### src/rtl/ofdm_rx_pkg.sv
// Shared types and size defaults for the OFDM receive front end.
package ofdm_rx_pkg;

  localparam int NFFT_MAX_DEFAULT = 4096;
  localparam int CP_MAX_DEFAULT   = 1024;

  typedef enum logic [1:0] {
    IDLE = 2'd0,
    CP   = 2'd1,
    DATA = 2'd2
  } cp_rm_state_t;

  typedef struct packed {
    logic [15:0] q;
    logic [15:0] i;
  } iq_sample_t;

endpackage

### src/rtl/axis_skid_buffer.sv
// Two-entry AXI-Stream buffer: registered output and a ready that never depends
// combinationally on out_ready, while still sustaining one beat per cycle.
module axis_skid_buffer #(
  parameter int WIDTH = 34
) (
  input  logic             aclk,
  input  logic             areset,
  input  logic [WIDTH-1:0] in_data,
  input  logic             in_valid,
  output logic             in_ready,
  output logic [WIDTH-1:0] out_data,
  output logic             out_valid,
  input  logic             out_ready,
  output logic [1:0]       count
);

  logic [WIDTH-1:0] mem_r [2];
  logic             wr_ptr_r;
  logic             rd_ptr_r;
  logic [1:0]       count_r;
  logic             wr_s;
  logic             rd_s;

  assign in_ready  = (count_r != 2'd2);
  assign out_valid = (count_r != 2'd0);
  assign out_data  = mem_r[rd_ptr_r];
  assign count     = count_r;
  assign wr_s      = in_valid & in_ready;
  assign rd_s      = out_valid & out_ready;

  // Storage, pointers and occupancy
  always_ff @(posedge aclk) begin
    if (areset) begin
      mem_r[0] <= {WIDTH{1'b0}};
      mem_r[1] <= {WIDTH{1'b0}};
      wr_ptr_r <= 1'b0;
      rd_ptr_r <= 1'b0;
      count_r  <= 2'd0;
    end else begin
      if (wr_s) begin
        mem_r[wr_ptr_r] <= in_data;
        wr_ptr_r        <= ~wr_ptr_r;
      end else begin
        wr_ptr_r <= wr_ptr_r;
      end
      if (rd_s) begin
        rd_ptr_r <= ~rd_ptr_r;
      end else begin
        rd_ptr_r <= rd_ptr_r;
      end
      count_r <= count_r + {1'b0, wr_s} - {1'b0, rd_s};
    end
  end

endmodule

### src/rtl/ofdm_cp_remover.sv
// OFDM receive deframer: drops the cyclic prefix of each symbol and forwards the
// useful samples as tlast-terminated packets. CP_REMOVER_OUTREG_EN adds an output skid buffer.
module ofdm_cp_remover
  import ofdm_rx_pkg::*;
#(
  parameter int DATA_W   = 32,
  parameter int NFFT_MAX = NFFT_MAX_DEFAULT,
  parameter int CP_MAX   = CP_MAX_DEFAULT,
  parameter int NFFT_W   = $clog2(NFFT_MAX + 1),
  parameter int CP_W     = $clog2(CP_MAX + 1)
) (
  input  logic              aclk,
  input  logic              areset,
  input  logic [NFFT_W-1:0] cfg_nfft,
  input  logic [CP_W-1:0]   cfg_cp_len,
  input  logic [15:0]       cfg_num_symbols,
  input  logic              start,
  input  logic [DATA_W-1:0] s_axis_tdata,
  input  logic              s_axis_tvalid,
  output logic              s_axis_tready,
  output logic [DATA_W-1:0] m_axis_tdata,
  output logic              m_axis_tvalid,
  input  logic              m_axis_tready,
  output logic              m_axis_tlast,
  output logic              m_axis_tuser,
  output logic              busy,
  output logic [15:0]       symbol_idx,
  output logic              done
);

  localparam int CNT_W = (NFFT_W > CP_W) ? NFFT_W : CP_W;

  cp_rm_state_t     state_r;
  logic [CNT_W-1:0] cnt_r;
  logic [CNT_W-1:0] nfft_r;
  logic [CNT_W-1:0] cp_len_r;
  logic [15:0]      num_sym_r;
  logic [15:0]      symbol_idx_r;
  logic             busy_r;
  logic             done_r;

  logic in_data_s;
  logic in_hs_s;
  logic cp_last_s;
  logic data_last_s;
  logic frame_last_s;
  logic final_in_s;
  logic start_ok_s;
  logic fwd_ready_s;
  logic tlast_s;
  logic tuser_s;

  assign in_data_s    = (state_r == DATA);
  assign in_hs_s      = s_axis_tvalid & s_axis_tready;
  assign cp_last_s    = (cnt_r == cp_len_r - CNT_W'(1));
  assign data_last_s  = (cnt_r == nfft_r - CNT_W'(1));
  assign frame_last_s = (symbol_idx_r == num_sym_r - 16'd1);
  assign final_in_s   = in_data_s & in_hs_s & data_last_s & frame_last_s;
  assign start_ok_s   = start & (cfg_nfft != NFFT_W'(0)) & (cfg_num_symbols != 16'd0);
  assign tlast_s      = in_data_s & data_last_s;
  assign tuser_s      = in_data_s & (cnt_r == CNT_W'(0)) & (symbol_idx_r == 16'd0);

  // CP and IDLE always accept; only DATA inherits downstream backpressure
  assign s_axis_tready = in_data_s ? fwd_ready_s : 1'b1;
  assign busy          = busy_r;
  assign symbol_idx    = symbol_idx_r;
  assign done          = done_r;

  // Frame sequencing: state, per-symbol sample counter and symbol index
  always_ff @(posedge aclk) begin
    if (areset) begin
      state_r      <= IDLE;
      cnt_r        <= CNT_W'(0);
      nfft_r       <= CNT_W'(0);
      cp_len_r     <= CNT_W'(0);
      num_sym_r    <= 16'd0;
      symbol_idx_r <= 16'd0;
      busy_r       <= 1'b0;
    end else begin
      case (state_r)
        IDLE: begin
          if (start_ok_s) begin
            nfft_r       <= CNT_W'(cfg_nfft);
            cp_len_r     <= CNT_W'(cfg_cp_len);
            num_sym_r    <= cfg_num_symbols;
            cnt_r        <= CNT_W'(0);
            symbol_idx_r <= 16'd0;
            busy_r       <= 1'b1;
            state_r      <= (cfg_cp_len == CP_W'(0)) ? DATA : CP;
          end else begin
            state_r <= IDLE;
          end
        end
        CP: begin
          if (in_hs_s) begin
            if (cp_last_s) begin
              cnt_r   <= CNT_W'(0);
              state_r <= DATA;
            end else begin
              cnt_r <= cnt_r + CNT_W'(1);
            end
          end else begin
            state_r <= CP;
          end
        end
        DATA: begin
          if (in_hs_s) begin
            if (data_last_s) begin
              cnt_r <= CNT_W'(0);
              if (frame_last_s) begin
                symbol_idx_r <= 16'd0;
                busy_r       <= 1'b0;
                state_r      <= IDLE;
              end else begin
                symbol_idx_r <= symbol_idx_r + 16'd1;
                state_r      <= (cp_len_r == CNT_W'(0)) ? DATA : CP;
              end
            end else begin
              cnt_r <= cnt_r + CNT_W'(1);
            end
          end else begin
            state_r <= DATA;
          end
        end
        default: begin
          state_r      <= IDLE;
          cnt_r        <= CNT_W'(0);
          symbol_idx_r <= 16'd0;
          busy_r       <= 1'b0;
        end
      endcase
    end
  end

`ifdef CP_REMOVER_OUTREG_EN
  logic [1:0] buf_count_s;
  logic [1:0] fin_pos_r;
  logic       buf_out_hs_s;

  axis_skid_buffer #(
    .WIDTH(DATA_W + 2)
  ) u_skid (
    .aclk      (aclk),
    .areset    (areset),
    .in_data   ({tuser_s, tlast_s, s_axis_tdata}),
    .in_valid  (in_data_s & s_axis_tvalid),
    .in_ready  (fwd_ready_s),
    .out_data  ({m_axis_tuser, m_axis_tlast, m_axis_tdata}),
    .out_valid (m_axis_tvalid),
    .out_ready (m_axis_tready),
    .count     (buf_count_s)
  );

  assign buf_out_hs_s = m_axis_tvalid & m_axis_tready;

  // fin_pos_r is the buffer position of the frame's final sample; done fires once it drains
  always_ff @(posedge aclk) begin
    if (areset) begin
      fin_pos_r <= 2'd0;
      done_r    <= 1'b0;
    end else if (final_in_s) begin
      fin_pos_r <= buf_count_s + 2'd1 - {1'b0, buf_out_hs_s};
      done_r    <= 1'b0;
    end else if ((fin_pos_r != 2'd0) && buf_out_hs_s) begin
      fin_pos_r <= fin_pos_r - 2'd1;
      done_r    <= (fin_pos_r == 2'd1);
    end else begin
      done_r <= 1'b0;
    end
  end
`else
  assign fwd_ready_s   = m_axis_tready;
  assign m_axis_tvalid = in_data_s & s_axis_tvalid;
  assign m_axis_tdata  = in_data_s ? s_axis_tdata : {DATA_W{1'b0}};
  assign m_axis_tlast  = tlast_s;
  assign m_axis_tuser  = tuser_s;

  // End-of-frame pulse, one cycle after the final useful sample is accepted
  always_ff @(posedge aclk) begin
    if (areset) begin
      done_r <= 1'b0;
    end else begin
      done_r <= final_in_s;
    end
  end
`endif

endmodule

### config.mk
export PLATFORM = sky130hd
export DESIGN_NAME = ofdm_cp_remover
export DESIGN_NICKNAME = d
export VERILOG_FILES = /design/src/rtl/ofdm_rx_pkg.sv /design/src/rtl/axis_skid_buffer.sv /design/src/rtl/ofdm_cp_remover.sv
export SDC_FILE = /design/constraint.sdc
export NUM_CORES = 1
export LEC_CHECK = 0
export CORE_MARGIN = 8
export CORE_UTILIZATION = 54
export DETAILED_ROUTE_END_ITERATION = 16
export GPL_ROUTABILITY_DRIVEN = 0
export PLACE_DENSITY = 0.95
export SLEW_MARGIN = 20
export SYNTH_ARGS = -nofsm -noshare
export SYNTH_HDL_FRONTEND = slang
export SYNTH_SLANG_ARGS = --single-unit
### constraint.sdc
create_clock -name aclk -period 9.2 [get_ports aclk]
set_input_delay 1.84 -clock aclk [delete_from_list [all_inputs] [get_ports aclk]]
set_output_delay 1.84 -clock aclk [all_outputs]
set_load 0.01 [all_outputs]
==> results.py, run 1 <==
metrics = {
    "synthesis": {
        "synth_area_leader_cell": "dfxtp_1",
        "synth_ff_type": "dfxtp_1",
        "yosys_warnings": 0,
        "synthDistinctLibCells": 76,
        "synthArstFlopShare": 0,
        "synth_area_um2": 5270,
        "synthTopCellsByArea": "dfxtp_1 (28%), mux2i_1 (9.3%), xnor2_1 (8.8%), nor2_1 (4.5%), and2_1 (4.0%)",
        "synth_top_area_frac": 0.277,
        "ys_seq_elements": 73,
        "synthCells": 621,
        "avgSynthCellArea_um2": 8.49,
        "ys_seq_area_frac": 0.277,
        "synth-edff-count": 0,
        "syn-num-nets": 709,
    },
    "worst_setup_path": {
        "cpMaxStageDelayCell": "nor3b_1",
        "cpPeakStageDelay_ps": 670,
        "required_ps": 7360,
        "critical_path_class": "flip-flop to primary output",
        "critical_path_buf_inv_count": 2,
        "worstSetupEndpointType": "primary output",
        "cp_top_family": "simple AND/OR/NAND/NOR gates",
        "worst_ep_arrival_time_ps": 3490,
        "crit_path_start_kind": "flip-flop",
        "cp_max_fo": 6,
        "crit_chain": "inv_1, ha_1, nor3b_1, a21oi_1, nand4b_1, nor4_4, nand3_1, nor2_1, clkdlybuf4s50_1",
    },
    "cts": {
        "clock_sinks": 73,
        "cts_resized": 0,
        "hold_buffers": 0,
        "h-tree-depth": 3,
        "clk_pin_slew_worst_paths_ps": 80,
        "cts.path.max_buffers": 2,
        "clock_latency_ps": 360,
        "cts_tree": "built",
        "cts_root_buf": "clkbuf_8",
        "postCtsSetupRepairBufs": 0,
        "cts_buffers": 9,
    },
    "grt": {
        "grt_pass1_vias": 5150,
        "gr-total-overflow": 0,
        "grt_use_met1": 0.273,
        "grt_antenna_before_repair": 0,
        "grt_start_max_net_pins": 76,
        "grt_use_met2": 0.394,
        "grt.busiest_layer": "met2",
        "grtUsageTotal": 0.232,
        "grt_pass1_wl_mm": 24.8,
        "globalRouteMet3Util": 0.0446,
    },
    "timing": {
        "setup_violations": 0,
        "hold_viol_final": 0,
        "slew_headroom": 0.360,
        "period_share": 0.579,
        "skew_ps": 9.69,
        "max_clock_freq_mhz": 188,
        "tightest_slew_ps": 958,
        "timing.hold.ws_ps": 479,
        "rsz0062_at_grt": "false",
        "final_max_slew_viol_count": 0,
        "fin_crit_ps": 5330,
        "tns_ps": 0,
    },
    "detailed_routing": {
        "ant_nets": 0,
        "drt-wirelength-per-cell_um": 18.3,
        "drc_errors": 0,
        "first_pass_iters": 5,
        "viasPerCell": 6.11,
        "drt_iter0_markers": 456,
        "num_vias": 5268,
        "wl_mm": 15.7,
    },
    "floorplanning": {
        "dieWidth_um": 115,
        "die_h_um": 115,
        "fp.coreArea_um2": 9640,
        "die_area_um2": 13200,
        "num_rows": 36,
        "pin_count": 131,
        "initial_core_util": 0.547,
    },
    "run": {
        "cap_violations": 0,
    },
    "placed_design": {
        "dp_hpwl_mm": 11.9,
        "numPortBuffers": 130,
    },
    "cells_and_area": {
        "layout.nets": 813,
        "final_common_cell": "clkdlybuf4s50_1",
        "syn_to_final_growth_pct": 28.0,
        "fin_util": 0.700,
        "drive_above_1_share": 0.0686,
        "layout_common_cells": "clkdlybuf4s50_1 (129), dfxtp_1 (73), nor2_1 (63)",
        "diodes": 0,
    },
    "power": {
        "powerDensity_nw_per_um2": 199,
        "p_leak_nw": 2.53,
        "irDropWorstVdd_uv": 93.2,
        "total_power_w": 0.00134,
    },
    "outcome": {
        "outcome": "finished clean",
    },
    "hold_path": {
        "hold_path_class": "flip-flop to flip-flop",
    },
}
-- stage by stage --
stage                     instance area (um^2)  setup WS [ps]  cells
final                                     6750           3870    862
after detailed placement                  6560           4340    847
after CTS                                 6750           3940    862
after floorplan                           5270           5330    621
after global routing                      6750           3780    862
after global placement                    6560           4340    847
-- worst min-delay path, cell delays in order (launching register included) --
cell and delay (ps):
dfxtp_1 320, nand2b_1 70, mux2i_1 60
-- kinds of logic after synthesis --
| group | after synthesis | synth area share |
|---|---|---|
| compound gates | 66 | 0.0961 |
| xor+xnor | 76 | 0.126 |
| fa+ha+maj | 11 | 0.0261 |
| buf+inv | 60 | 0.0510 |
| flops | 73 | 0.277 |
| mux | 50 | 0.0952 |
| simple gates | 285 | 0.328 |
-- final timing paths --
path	from	end	slack (ps)	cells past startpoint
worst max-delay path	nfft_r[0]$_SDFFE_PP0P_	m_axis_tlast	3870	9
worst min-delay path	busy$_SDFFE_PP0P_	busy$_SDFFE_PP0P_	480	2
worst max register to register	nfft_r[0]$_SDFFE_PP0P_	cnt_r[10]$_SDFFE_PP0P_	5430	10
worst min register to register	busy$_SDFFE_PP0P_	busy$_SDFFE_PP0P_	480	2
-- cell usage after synthesis, types with 3 or more instances --
library cell   n
o21ai_0        9
a21oi_1       14
nor2_1        63
or3_1          4
nor4_1        34
nor4b_1        4
buf_4          4
nand2_1       23
buf_1          4
buf_2          3
xnor2_1       53
and3_1         6
o31ai_1        5
clkbuf_1      26
inv_1         20
nand2b_1       8
a31oi_1        6
nand4_1       18
nand3_1       12
ha_1          11
or4_1          4
and4_1         3
mux2i_1       49
nor3_2        11
nor3_1        29
nor3b_1        5
and2_1        34
and4b_1        3
dfxtp_1       73
xor2_1        23
-- registers in the layout (all words and copies together) (netlist names) --
signal / count
cnt_r: 13
done: 1
nfft_r: 13
num_sym_r: 16
cp_len_r: 11
busy: 1
symbol_idx: 16
state_r: 2
-- final cells by class --
class | instances | area [um^2]
Multi-Input combinational cell | 488 | 3540
Sequential cell | 73 | 1460
Inverter | 20 | 75.1
Timing Repair Buffer | 133 | 1320
Fill cell | 729 | 2890
Tap cell | 133 | 166
Clock buffer | 9 | 124
Clock inverter | 6 | 60.1
-- power breakdown --
group          switching [W]  internal, W
logic               0.000373     0.000305
registers          0.0000611     0.000354
clock network       0.000127     0.000122
-- layer usage --
metal	routed length (um)	vias up	share of wire
met5	0	-	0
met4	501	0	0.032
met3	1430	50	0.091
met2	7290	305	0.46
met1	6510	2459	0.41
li1	-	2454	-
(Power assumes the default switching activity.)
==> run 2, diff against run 1 <==
--- a/config.mk
+++ b/config.mk
@@ -6,10 +6,10 @@
 export NUM_CORES = 1
 export LEC_CHECK = 0
 export CORE_MARGIN = 8
-export CORE_UTILIZATION = 54
+export CORE_UTILIZATION = 46
 export DETAILED_ROUTE_END_ITERATION = 16
 export GPL_ROUTABILITY_DRIVEN = 0
-export PLACE_DENSITY = 0.95
+export PLACE_DENSITY = 0.9
 export SLEW_MARGIN = 20
 export SYNTH_ARGS = -nofsm -noshare
 export SYNTH_HDL_FRONTEND = slang
==> constraint.sdc (replaced) <==
create_clock -name aclk -period 4.6 [get_ports aclk]
set_input_delay 0.92 -clock aclk [delete_from_list [all_inputs] [get_ports aclk]]
set_output_delay 0.92 -clock aclk [all_outputs]
set_load 0.01 [all_outputs]
==> run 2 against run 1 <==
Net effect: global-route usage decreased by 3.5 points; die area increased by 15%; combinational power increased by 99%; flip-flop and latch count unchanged; wire length decreased by 3.1%; core utilization decreased by 9.4 points; setup slack got worse by 3500 ps; highest routed layer unchanged.
==> results.py, run 2 (same netlist as run 1, synthesis figures left out) <==
metrics = {
    "cts": {
        "cts_tree": "built",
        "cts_resized": 0,
        "cts_buffers": 9,
        "clk_pin_slew_worst_paths_ps": 50,
        "clock_sinks": 73,
        "hold_buffers": 0,
        "clock_latency_ps": 340,
        "h-tree-depth": 3,
        "cts.path.max_buffers": 2,
        "cts_root_buf": "clkbuf_16",
        "postCtsSetupRepairBufs": 0,
    },
    "timing": {
        "tns_ps": 0,
        "hold_viol_final": 0,
        "period_share": 0.926,
        "slew_headroom": 0.272,
        "tightest_slew_ps": 1090,
        "fin_crit_ps": 4260,
        "timing.hold.ws_ps": 500,
        "skew_ps": 8.80,
        "max_clock_freq_mhz": 235,
        "setup_violations": 0,
        "rsz0062_at_grt": "false",
        "final_max_slew_viol_count": 0,
    },
    "detailed_routing": {
        "wl_mm": 15.2,
        "first_pass_iters": 6,
        "drc_errors": 0,
        "num_vias": 5135,
        "ant_nets": 0,
        "viasPerCell": 5.88,
        "drt_iter0_markers": 428,
        "drt-wirelength-per-cell_um": 17.4,
    },
    "worst_setup_path": {
        "cp_max_fo": 6,
        "worst_ep_arrival_time_ps": 3340,
        "critical_path_class": "flip-flop to primary output",
        "worstSetupEndpointType": "primary output",
        "cpPeakStageDelay_ps": 590,
        "cp_top_family": "simple AND/OR/NAND/NOR gates",
        "crit_chain": "inv_1, ha_1, nor3b_1, a21oi_1, nand4b_1, nor4_4, nand3_1, nor2_1, clkdlybuf4s50_1",
        "cpMaxStageDelayCell": "clkdlybuf4s50_1",
        "crit_path_start_kind": "flip-flop",
        "critical_path_buf_inv_count": 2,
        "required_ps": 3680,
    },
    "outcome": {
        "outcome": "finished clean",
    },
    "cells_and_area": {
        "final_common_cell": "clkdlybuf4s50_1",
        "drive_above_1_share": 0.0684,
        "diodes": 0,
        "layout_common_cells": "clkdlybuf4s50_1 (129), dfxtp_1 (73), nor2_1 (63)",
        "layout.nets": 815,
        "syn_to_final_growth_pct": 30.0,
    },
    "grt": {
        "grt_start_max_net_pins": 53,
        "grt_pass1_vias": 4780,
        "gr-total-overflow": 0,
        "globalRouteMet3Util": 0.0584,
        "grt_antenna_before_repair": 0,
        "grt_use_met1": 0.247,
        "grt_pass1_wl_mm": 24.0,
        "grt_use_met2": 0.317,
        "grt.busiest_layer": "met2",
        "grtUsageTotal": 0.197,
    },
    "floorplanning": {
        "num_rows": 39,
        "dieWidth_um": 123,
        "die_h_um": 123,
        "initial_core_util": 0.466,
        "die_area_um2": 15100,
        "pin_count": 131,
        "fp.coreArea_um2": 11300,
    },
    "hold_path": {
        "hold_path_class": "flip-flop to flip-flop",
    },
    "power": {
        "powerDensity_nw_per_um2": 411,
        "irDropWorstVdd_uv": 253,
        "p_leak_nw": 2.57,
    },
    "run": {
        "cap_violations": 0,
    },
    "placed_design": {
        "dp_hpwl_mm": 11.4,
        "numPortBuffers": 130,
    },
}
## run 2: changes by cell type in the layout (fill, tap and decap cells not counted), sizes merged
cell      delta
bufinv       -1
clkinv       -1
clkinvlp     -1
buf          +2
clkbuf       +3
## run 2: final timing paths
path | from | endpoint | slack, ps | cells past startpoint
max | nfft_r[0]$_SDFFE_PP0P_ | m_axis_tlast | 340 | 9
min reg2reg | state_r[1]$_SDFFE_PP0P_ | state_r[1]$_SDFFE_PP0P_ | 500 | 2
min | state_r[1]$_SDFFE_PP0P_ | state_r[1]$_SDFFE_PP0P_ | 500 | 2
max reg2reg | cp_len_r[0]$_SDFFE_PP0P_ | cnt_r[12]$_SDFFE_PP0P_ | 1010 | 10
## run 2: cell type report
class | count | area, um^2
clock inverter | 3 | 17.5
tap | 143 | 179
timing repair buffer | 135 | 1330
sequential | 73 | 1460
clock buffer | 12 | 246
multi-input combinational | 488 | 3540
inverter | 20 | 75.1
fill | 937 | 4470
## run 2: metal layers
metal	wire length, um	up-vias
met1	6280	2360
met4	378	0
met5	0	-
li1	-	2458
met3	1750	38
met2	6840	279
## run 2: power breakdown
group          internal (W)  total (W)  leakage (nW)  switching (W)
clock              0.000375   0.000638         0.128       0.000263
sequential         0.000710   0.000830         0.595       0.000121
combinational      0.000619    0.00135          1.85       0.000731
## run 2: tightest hold or removal path: stages (launching register included)
cell and delay [ps]:
dfxtp_1 330, nand3_1 70, a21oi_1 50
## run 2: through the flow
| stage | power, W | instance area [um^2] | utilization | std cells | setup WS (ps) |
|---|---|---|---|---|---|
| after floorplan | 0.00183 | 5270 | - | 621 | 1650 |
| after global placement | 0.00213 | 6590 | 0.582 | 859 | 898 |
| after detailed placement | 0.00216 | 6590 | 0.582 | 859 | 804 |
| after CTS | 0.00281 | 6860 | 0.606 | 874 | 389 |
| after global routing | 0.00298 | 6860 | 0.606 | 874 | 89.4 |
| final | 0.00282 | 6860 | 0.606 | 874 | 341 |
==> run 3, diff against run 2 <==
--- a/config.mk
+++ b/config.mk
@@ -5,7 +5,6 @@
 export SDC_FILE = /design/constraint.sdc
 export NUM_CORES = 1
 export LEC_CHECK = 0
-export CORE_MARGIN = 8
 export CORE_UTILIZATION = 46
 export DETAILED_ROUTE_END_ITERATION = 16
 export GPL_ROUTABILITY_DRIVEN = 0
==> run 3 against run 2 <==
Net effect: critical path depth is the same; cell count down 0.46%; register-to-register slack worse by 130 ps; combinational power barely moved; sequential share of layout area is 0.19 points lower.
==> results.py, run 3 (same netlist as run 1, synthesis figures left out) <==
metrics = {
    "detailed_routing": {
        "ant_nets": 0,
        "wl_mm": 15.5,
        "drt-wirelength-per-cell_um": 17.9,
        "viasPerCell": 6.12,
        "first_pass_iters": 5,
        "num_vias": 5325,
        "drt_iter0_markers": 564,
        "drc_errors": 0,
    },
    "worst_setup_path": {
        "cp_top_family": "simple AND/OR/NAND/NOR gates",
        "worst_ep_arrival_time_ps": 3300,
        "critical_path_class": "flip-flop to primary output",
        "cpPeakStageDelay_ps": 610,
        "cp_max_fo": 6,
        "cpMaxStageDelayCell": "nor3b_1",
        "r2r_setup_slack_ps": 880,
        "crit_path_start_kind": "flip-flop",
        "worstSetupEndpointType": "primary output",
        "critical_path_buf_inv_count": 2,
        "required_ps": 3680,
        "crit_chain": "inv_1, ha_1, nor3b_1, a21oi_1, nand4b_1, nor4_4, nand3_1, nor2_1, clkdlybuf4s50_1",
    },
    "cts": {
        "cts_tree": "built",
        "postCtsSetupRepairBufs": 0,
        "clock_sinks": 73,
        "cts_resized": 0,
        "cts_root_buf": "clkbuf_16",
        "clk_pin_slew_worst_paths_ps": 60,
        "cts.path.max_buffers": 2,
        "h-tree-depth": 3,
        "hold_buffers": 0,
        "clock_latency_ps": 340,
        "cts_buffers": 9,
    },
    "timing": {
        "tns_ps": 0,
        "rsz0062_at_grt": "false",
        "slew_headroom": 0.377,
        "fin_crit_ps": 4220,
        "hold_viol_final": 0,
        "final_max_slew_viol_count": 0,
        "max_clock_freq_mhz": 237,
        "tightest_slew_ps": 935,
        "setup_violations": 0,
        "period_share": 0.918,
        "skew_ps": 6.81,
        "setup_slack_ps": 376,
    },
    "grt": {
        "grt_pass1_wl_mm": 24.2,
        "grt_pass1_vias": 5001,
        "grt_start_max_net_pins": 45,
        "grt_antenna_before_repair": 0,
        "gr-total-overflow": 0,
        "grtUsageTotal": 0.262,
    },
    "floorplanning": {
        "pin_count": 131,
        "dieWidth_um": 109,
        "num_rows": 38,
        "die_h_um": 109,
        "die_area_um2": 11900,
        "fp.coreArea_um2": 11000,
        "initial_core_util": 0.480,
    },
    "cells_and_area": {
        "drive_above_1_share": 0.0685,
        "final_common_cell": "clkdlybuf4s50_1",
        "layout.nets": 813,
        "syn_to_final_growth_pct": 31.2,
        "layout_common_cells": "clkdlybuf4s50_1 (129), dfxtp_1 (73), nor2_1 (63)",
        "diodes": 0,
    },
    "outcome": {
        "outcome": "finished clean",
    },
    "placed_design": {
        "numPortBuffers": 130,
        "dp_slack_ps": 812,
        "dp_hpwl_mm": 11.5,
    },
    "run": {
        "cap_violations": 0,
    },
    "power": {
        "irDropWorstVdd_uv": 275,
        "powerDensity_nw_per_um2": 436,
        "p_leak_nw": 2.60,
    },
    "hold_path": {
        "hold_path_class": "flip-flop to flip-flop",
    },
}
-- run 3: worst paths after layout --
path	endpoint	depth (start not counted)	from
worst min-delay path	busy$_SDFFE_PP0P_	2	busy$_SDFFE_PP0P_
worst min register to register	busy$_SDFFE_PP0P_	2	busy$_SDFFE_PP0P_
worst max-delay path	m_axis_tlast	9	nfft_r[0]$_SDFFE_PP0P_
worst max register to register	cnt_r[6]$_SDFFE_PP0P_	8	cp_len_r[2]$_SDFFE_PP0P_
-- run 3: per-stage QoR --
step	hold slack [ps]	cell area (um^2)	util	power [W]	std cells
6_report	510	6920	0.630	0.00302	870
5_1_grt	540	6920	0.630	0.00317	870
4_1_cts	517	6920	0.630	0.00299	870
3_5_place_dp	508	6570	0.598	0.00216	854
3_3_place_gp	488	6570	0.598	0.00210	854
2_1_floorplan	477	5270	-	0.00183	621
-- run 3: per-layer routing --
metal	up-vias	wire (um)	global-route usage
li1	2457	-	-
met1	2479	5990	0.294
met2	325	7420	0.457
met3	64	1540	0.0765
met4	0	590	0.111
met5	-	0	0
-- run 3: cell type report --
cell class / instances / area (um^2)
Clock buffer: 11 / 243
Sequential cell: 73 / 1460
Tap cell: 140 / 175
Clock inverter: 5 / 103
Multi-Input combinational cell: 488 / 3540
Fill cell: 850 / 4070
Inverter: 20 / 75.1
Timing Repair Buffer: 133 / 1320
-- run 3: worst reg2reg max path, cell delays in order, from the launching register on --
cell and delay (ps):
dfxtp_1 360, nor3_1 710, nand2_2 160, or4b_2 690, a32oi_1 250, nand4_1 200, a22o_1 320, a21boi_1 760
nor3_1 120
-- run 3: report_power, final --
group	switching [W]	leakage, nW	internal [W]
logic	0.000758	1.84	0.000611
clock network	0.000277	0.166	0.000544
registers	0.000117	0.595	0.000709
total	0.00115	2.60	0.00186
